--- src/rtl/dram_cmd_sequencer.sv ---
// Command sequencer between the ORAM DRAM port and the DDR3 MIG user interface.
// Write commands are released only once their data beat has already reached
// the MIG (tracked by r_wr_ahead); read commands wait for a free slot in the
// downstream read path buffer (tracked by r_credits). One command in flight.
module dram_cmd_sequencer #(
  parameter int DDRAWidth   = 28,
  parameter int DDRCWidth   = 3,
  parameter int DDRDWidth   = 512,
  parameter int DDRMWidth   = 64,
  parameter int WDBuffering = 8,
  parameter int MaxWrAhead  = 4,
  parameter int ReadCredits = 64
) (
  input  logic                 Clock,
  input  logic                 Reset_n,
  input  logic [DDRAWidth-1:0] InAddress,
  input  logic [DDRCWidth-1:0] InCommand,
  input  logic                 InCommandValid,
  output logic                 InCommandReady,
  input  logic [DDRDWidth-1:0] InWriteData,
  input  logic [DDRMWidth-1:0] InWriteMask,
  input  logic                 InWriteDataValid,
  output logic                 InWriteDataReady,
  input  logic                 ReadDrain,
  output logic [DDRAWidth-1:0] DRAMAddress,
  output logic [DDRCWidth-1:0] DRAMCommand,
  output logic                 DRAMCommandValid,
  input  logic                 DRAMCommandReady,
  output logic [DDRDWidth-1:0] DRAMWriteData,
  output logic [DDRMWidth-1:0] DRAMWriteMask,
  output logic                 DRAMWriteDataValid,
  input  logic                 DRAMWriteDataReady,
  output logic                 Error
);

  localparam int PtrW   = $clog2(WDBuffering);
  localparam int AheadW = $clog2(MaxWrAhead + 1);
  localparam int CredW  = $clog2(ReadCredits + 1);
  localparam logic [DDRCWidth-1:0] CmdWrite = DDRCWidth'(0);
  localparam logic [DDRCWidth-1:0] CmdRead  = DDRCWidth'(1);

  typedef enum logic [1:0] {
    ST_IDLE  = 2'd0,
    ST_GATE  = 2'd1,
    ST_ISSUE = 2'd2
  } state_t;

  state_t                 r_state;
  state_t                 w_state_nxt;
  logic [DDRAWidth-1:0]   r_addr;
  logic [DDRCWidth-1:0]   r_cmd;
  logic                   r_cmd_valid;
  logic                   r_in_rdy;
  logic                   r_error;
  logic [AheadW-1:0]      r_wr_ahead;
  logic [AheadW-1:0]      w_wr_ahead_nxt;
  logic [CredW-1:0]       r_credits;
  logic [CredW-1:0]       w_credits_nxt;

  // Write-data FIFO storage; the extra pointer bit separates full from empty.
  logic [DDRMWidth+DDRDWidth-1:0] r_mem [WDBuffering];
  logic [PtrW:0]                  r_wr_ptr;
  logic [PtrW:0]                  r_rd_ptr;
  logic [DDRMWidth+DDRDWidth-1:0] w_head;

  logic w_full, w_empty, w_push, w_pop;
  logic w_in_xfer, w_legal, w_cmd_xfer, w_wr_issue, w_rd_issue, w_credit_ovf;

  assign w_empty      = (r_wr_ptr == r_rd_ptr);
  assign w_full       = (r_wr_ptr[PtrW] != r_rd_ptr[PtrW]) &&
                        (r_wr_ptr[PtrW-1:0] == r_rd_ptr[PtrW-1:0]);
  assign w_head       = r_mem[r_rd_ptr[PtrW-1:0]];

  assign InWriteDataReady   = !w_full;
  assign DRAMWriteDataValid = !w_empty && (r_wr_ahead < AheadW'(MaxWrAhead));
  assign DRAMWriteData      = w_head[DDRDWidth-1:0];
  assign DRAMWriteMask      = w_head[DDRMWidth+DDRDWidth-1:DDRDWidth];

  assign w_push       = InWriteDataValid && !w_full;
  assign w_pop        = DRAMWriteDataValid && DRAMWriteDataReady;
  assign w_in_xfer    = InCommandValid && r_in_rdy;
  assign w_legal      = (InCommand == CmdWrite) || (InCommand == CmdRead);
  assign w_cmd_xfer   = r_cmd_valid && DRAMCommandReady;
  assign w_wr_issue   = w_cmd_xfer && (r_cmd == CmdWrite);
  assign w_rd_issue   = w_cmd_xfer && (r_cmd == CmdRead);
  assign w_credit_ovf = ReadDrain && !w_rd_issue && (r_credits == CredW'(ReadCredits));

  assign InCommandReady   = r_in_rdy;
  assign DRAMCommandValid = r_cmd_valid;
  assign DRAMAddress      = r_addr;
  assign DRAMCommand      = r_cmd;
  assign Error            = r_error;

  // Next-state logic; a write may leave GATE in the same cycle its beat is handed over.
  always_comb begin
    w_state_nxt = r_state;
    case (r_state)
      ST_IDLE: begin
        if (w_in_xfer && w_legal) w_state_nxt = ST_GATE;
        else                      w_state_nxt = ST_IDLE;
      end
      ST_GATE: begin
        if (r_cmd == CmdWrite) begin
          if ((r_wr_ahead != AheadW'(0)) || w_pop) w_state_nxt = ST_ISSUE;
          else                                     w_state_nxt = ST_GATE;
        end else begin
          if (r_credits != CredW'(0)) w_state_nxt = ST_ISSUE;
          else                        w_state_nxt = ST_GATE;
        end
      end
      ST_ISSUE: begin
        if (DRAMCommandReady) w_state_nxt = ST_IDLE;
        else                  w_state_nxt = ST_ISSUE;
      end
      default: w_state_nxt = ST_IDLE;
    endcase
  end

  // Beats accepted by the MIG ahead of their write commands.
  always_comb begin
    w_wr_ahead_nxt = r_wr_ahead;
    case ({w_pop, w_wr_issue})
      2'b10:   w_wr_ahead_nxt = r_wr_ahead + AheadW'(1);
      2'b01:   w_wr_ahead_nxt = r_wr_ahead - AheadW'(1);
      default: w_wr_ahead_nxt = r_wr_ahead;
    endcase
  end

  // Read credits: drain returns one, read issue consumes one, saturate at full.
  always_comb begin
    w_credits_nxt = r_credits;
    if (ReadDrain && !w_rd_issue) begin
      if (r_credits != CredW'(ReadCredits)) w_credits_nxt = r_credits + CredW'(1);
      else                                  w_credits_nxt = r_credits;
    end else if (w_rd_issue && !ReadDrain) begin
      w_credits_nxt = r_credits - CredW'(1);
    end else begin
      w_credits_nxt = r_credits;
    end
  end

  // FSM state, registered handshake outputs, counters and sticky error.
  always_ff @(posedge Clock or negedge Reset_n) begin
    if (!Reset_n) begin
      r_state     <= ST_IDLE;
      r_cmd_valid <= 1'b0;
      r_in_rdy    <= 1'b1;
      r_wr_ahead  <= AheadW'(0);
      r_credits   <= CredW'(ReadCredits);
      r_error     <= 1'b0;
    end else begin
      r_state     <= w_state_nxt;
      r_cmd_valid <= (w_state_nxt == ST_ISSUE);
      r_in_rdy    <= (w_state_nxt == ST_IDLE);
      r_wr_ahead  <= w_wr_ahead_nxt;
      r_credits   <= w_credits_nxt;
      r_error     <= r_error | (w_in_xfer && !w_legal) | w_credit_ovf;
    end
  end

  // Capture address/command of an accepted legal upstream command.
  always_ff @(posedge Clock or negedge Reset_n) begin
    if (!Reset_n) begin
      r_addr <= DDRAWidth'(0);
      r_cmd  <= DDRCWidth'(0);
    end else if (w_in_xfer && w_legal) begin
      r_addr <= InAddress;
      r_cmd  <= InCommand;
    end
  end

  // FIFO pointers; they wrap modulo WDBuffering through the index bits.
  always_ff @(posedge Clock or negedge Reset_n) begin
    if (!Reset_n) begin
      r_wr_ptr <= (PtrW+1)'(0);
      r_rd_ptr <= (PtrW+1)'(0);
    end else begin
      if (w_push) r_wr_ptr <= r_wr_ptr + (PtrW+1)'(1);
      if (w_pop)  r_rd_ptr <= r_rd_ptr + (PtrW+1)'(1);
    end
  end

  // FIFO storage write; contents need no reset since pointers qualify them.
  always_ff @(posedge Clock) begin
    if (w_push) r_mem[r_wr_ptr[PtrW-1:0]] <= {InWriteMask, InWriteData};
  end

endmodule

--- config.mk ---
export PLATFORM = sky130hd
export DESIGN_NAME = dram_cmd_sequencer
export DESIGN_NICKNAME = d
export VERILOG_FILES = /design/src/rtl/dram_cmd_sequencer.sv
export SDC_FILE = /design/constraint.sdc
export NUM_CORES = 2
export LEC_CHECK = 0
export CAP_MARGIN = 20
export CORE_MARGIN = 2
export CORE_UTILIZATION = 45
export DETAILED_ROUTE_END_ITERATION = 16
export PLACE_DENSITY = 0.74
export RECOVER_POWER = 50
export SETUP_SLACK_MARGIN = 0.3
export SLEW_MARGIN = 20
export SYNTH_ARGS = -nofsm -noshare
export SYNTH_HDL_FRONTEND = slang
export SYNTH_MEMORY_MAX_BITS = 65536
export SYNTH_SLANG_ARGS = --single-unit
--- constraint.sdc ---
create_clock -name Clock -period 38.6 [get_ports Clock]
set_input_delay 11.58 -clock Clock [delete_from_list [all_inputs] [get_ports Clock]]
set_output_delay 11.58 -clock Clock [all_outputs]
set_load 0.005 [all_outputs]
==> run metrics <==
Mean Syn Cell Area roughly 26 um^2; DRC 0; fill count roughly 28000; hold depth 1; Nets roughly 9000; CTS sink count roughly 4700; placed cell area 194000 um^2; worst-path cell chain dlygate4sd3_1 > nand3_1 > nor3_1 > clkbuf_1 > buf_4 > buf_4 > buf_4; period utilisation layout a little over half; RSZ-0062 raised after global routing false; flops & latches, synth around 4700; Vias roughly 80000; reg-to-reg slack, setup ~26 ns; Core Box Area slightly below 400000 um^2; footprint of the multi-input gates between 30000 and 40000 um^2; final count of hold timing violations 0; Post-CTS Resized 0; GRT Total Usage 20.3%; GRT overflow 0; chip width ~630 um; Setup violations, final 0; Final Max Tran Viols between 400 and 500; status finished, violations left; port buffer count around 1200; most common cell after layout, fill and taps aside edfxtp_1; Layout area overhead 18.9%; Crit path max-delay family buffers and inverters; initial cell density of the core a little under half; CTS tree built; cells after synthesis 6867; DIE AREA between 300000 and 400000 um^2; CP max-delay cell clkbuf_1; Tot Pwr about 0.016 W; first-pass GRT wire length ~590000 um; largest net degree at the start of global routing 122; later-pin clock latency in the skew report ~0.96 ns; routed wire length 411000 um; TritonCTS Buffers between 400 and 500; reg2reg path depth 9; crit-path max cell delay about 5.9 ns; Worst setup EP type flip-flop; clock root buffer clkbuf_16; vias in the first global route 82000; Post-Synthesis Cell Area between 150000 and 200000 um^2; routed len/inst ~29 um; Hold Crit Endpoint InCommandReady; hold_sp r_state[1]; static leakage ~65 nW; Post-CTS Setup Bufs 0; Placer Congestion 0.777; Async S/R FF share, synth about 1.2%; Hold Path Class reg2reg; CP bufs+invs 5; Synth cell types 47; setup TNS 0 ns; Main synth FF type edfxtp_1; critical path type in2reg; Core Rows 229; Worst EP required 39.15 ns; Rel. slew slack -468%; final worst slack approximately 17 ns; sequential-to-total area share from yosys stat between 70 and 80%; DIE HEIGHT approximately 630 um; commonest cells after routing, fill and taps aside 4608 x edfxtp_1, 1152 x mux4_2, 644 x clkdlybuf4s50_1, 612 x mux2_2, 580 x dlygate4sd3_1; largest fanout on the critical path between 100 and 150; CP Data Arrival Time roughly 22 ns; failing checks max-capacitance violations, max-slew violations; FF-to-FF Start r_rd_ptr[1]; maximum clock path buffer count 4; share of layout cells above drive strength 1 29.2%; Power per Cell Area approximately 80 nW/um^2; final core utilization 53.7%; cell mode on critical path buf_4; number of synthesized flops with an enable pin between 4000 and 5000; Synth Warn # 0; Peak VDD IR ~0.074 mV; Tmin final between 20 and 25 ns; Final Cell Area 209000 um^2; Setup crit start kind input port; Setup Skew approximately 0.054 ns; Max Cap Violations 12; Post-CTS Hold Buffers 0; terminus of the critical flop-to-flop path r_mem[2][373]; register area roughly 140000 um^2; Pre-antenna DRT Iters 5; number of antenna violations at the first check in global routing 310; Boundary Pins roughly 1200; Max Clock Freq roughly 0.047 GHz; vias per std cell 5.66; Slew @ Worst Pin ~8.5 ns; clock-pin slew on the worst setup and hold paths approximately 0.06 ns; DRT iter0 DRCs 7707; ANT nets after route 0; post-DP HPWL around 240000 um; dpl ws approximately 20 ns; htree depth 5; Mapped Nets roughly 7500
==> worst max-delay path by stage <==
stage                           from                  to  slack (ns)  cells after the start
global route        InWriteDataValid       r_mem[2][373]       16.81                      7
global placement         r_rd_ptr[0]  DRAMWriteData[389]       20.43                      8
CTS                      r_rd_ptr[0]  DRAMWriteData[355]       19.24                      8
detailed placement       r_rd_ptr[0]  DRAMWriteData[355]       20.35                      8
finish              InWriteDataValid       r_mem[2][373]       17.41                      7
floorplan           InWriteDataValid         r_mem[4][0]        1.48                      2
==> Yosys cell counts (all sizes together) (4+ instances only) <==
master	number	share of area [%]
nor3	7	0.020
mux2	612	3.9
inv	11	0.024
xor2	6	0.030
clkbuf	102	0.22
xnor2	12	0.060
nor2	10	0.021
dfrtp	52	0.74
edfxtp	4608	79
mux4	1152	15
buf	224	0.97
a21oi	5	0.016
nand2	5	0.011
nand3	6	0.017
and3	4	0.014
ha	9	0.064
==> where the power goes <==
| group | switching (W) | internal, W |
|---|---|---|
| clock network | 0.00187 | 0.00251 |
| logic | 0.00263 | 0.00269 |
| registers | 0.000203 | 0.00643 |
| total | 0.00470 | 0.0116 |
==> kinds of logic after synthesis <==
family                   Yosys count  synth area share, %
multiplexers                    1766                 18.7
XOR/XNOR                          18               0.0898
adder cells (fa/ha/maj)           11               0.0870
buffers and inverters            337                 1.21
AO/OA/AOI/OAI                     23               0.0998
AND/OR/NAND/NOR                   50                0.158
flip-flops                      4662                 79.6
==> worst register-to-register path, stage by stage, from the launching register on <==
cell and delay [ns]:
dfrtp_4 0.76, buf_4 0.81, xnor2_1 0.35, nand4_1 0.25, nand3_1 0.16, nor3_1 0.28
clkbuf_1 5.92, buf_4 1.43, buf_4 0.87, buf_4 0.87
==> through the flow <==
stage | hold slack (ns) | instances
after floorplan | 0.416 | 6867
after global placement | 0.447 | 13100
after detailed placement | 0.443 | 13100
after CTS | 0.448 | 13900
after global routing | 0.473 | 14000
final | 0.443 | 14100
==> sequential cells by signal (all words and copies together) (netlist names) <==
register and count:
DRAMCommand 3, r_mem 4608, r_wr_ptr 4, DRAMAddress 28, r_rd_ptr 4, r_wr_ahead 3
r_state 2, r_credits 7, DRAMCommandValid 1, Error 1, InCommandReady 1
==> final cells by class <==
cell class	count	area share, %
Sequential cell	4662	67.0
Inverter	11	0.0198
Multi-Input combinational cell	1868	16.1
Antenna cell	157	0.188
Tap cell	5197	3.12
Clock inverter	284	1.45
Timing Repair Buffer	1368	6.50
Clock buffer	552	5.65
==> layer usage <==
layer / part of all wire, % / up-vias / track usage [%]
met4: 5.0 / 92 / 9.66
met5: 0.14 / - / 0
met2: 50 / 3326 / 33.4
met1: 38 / 42500 / 25.4
met3: 7.4 / 999 / 4.82
li1: - / 32900 / -
Note: power is estimated with default switching activity, not from simulation.
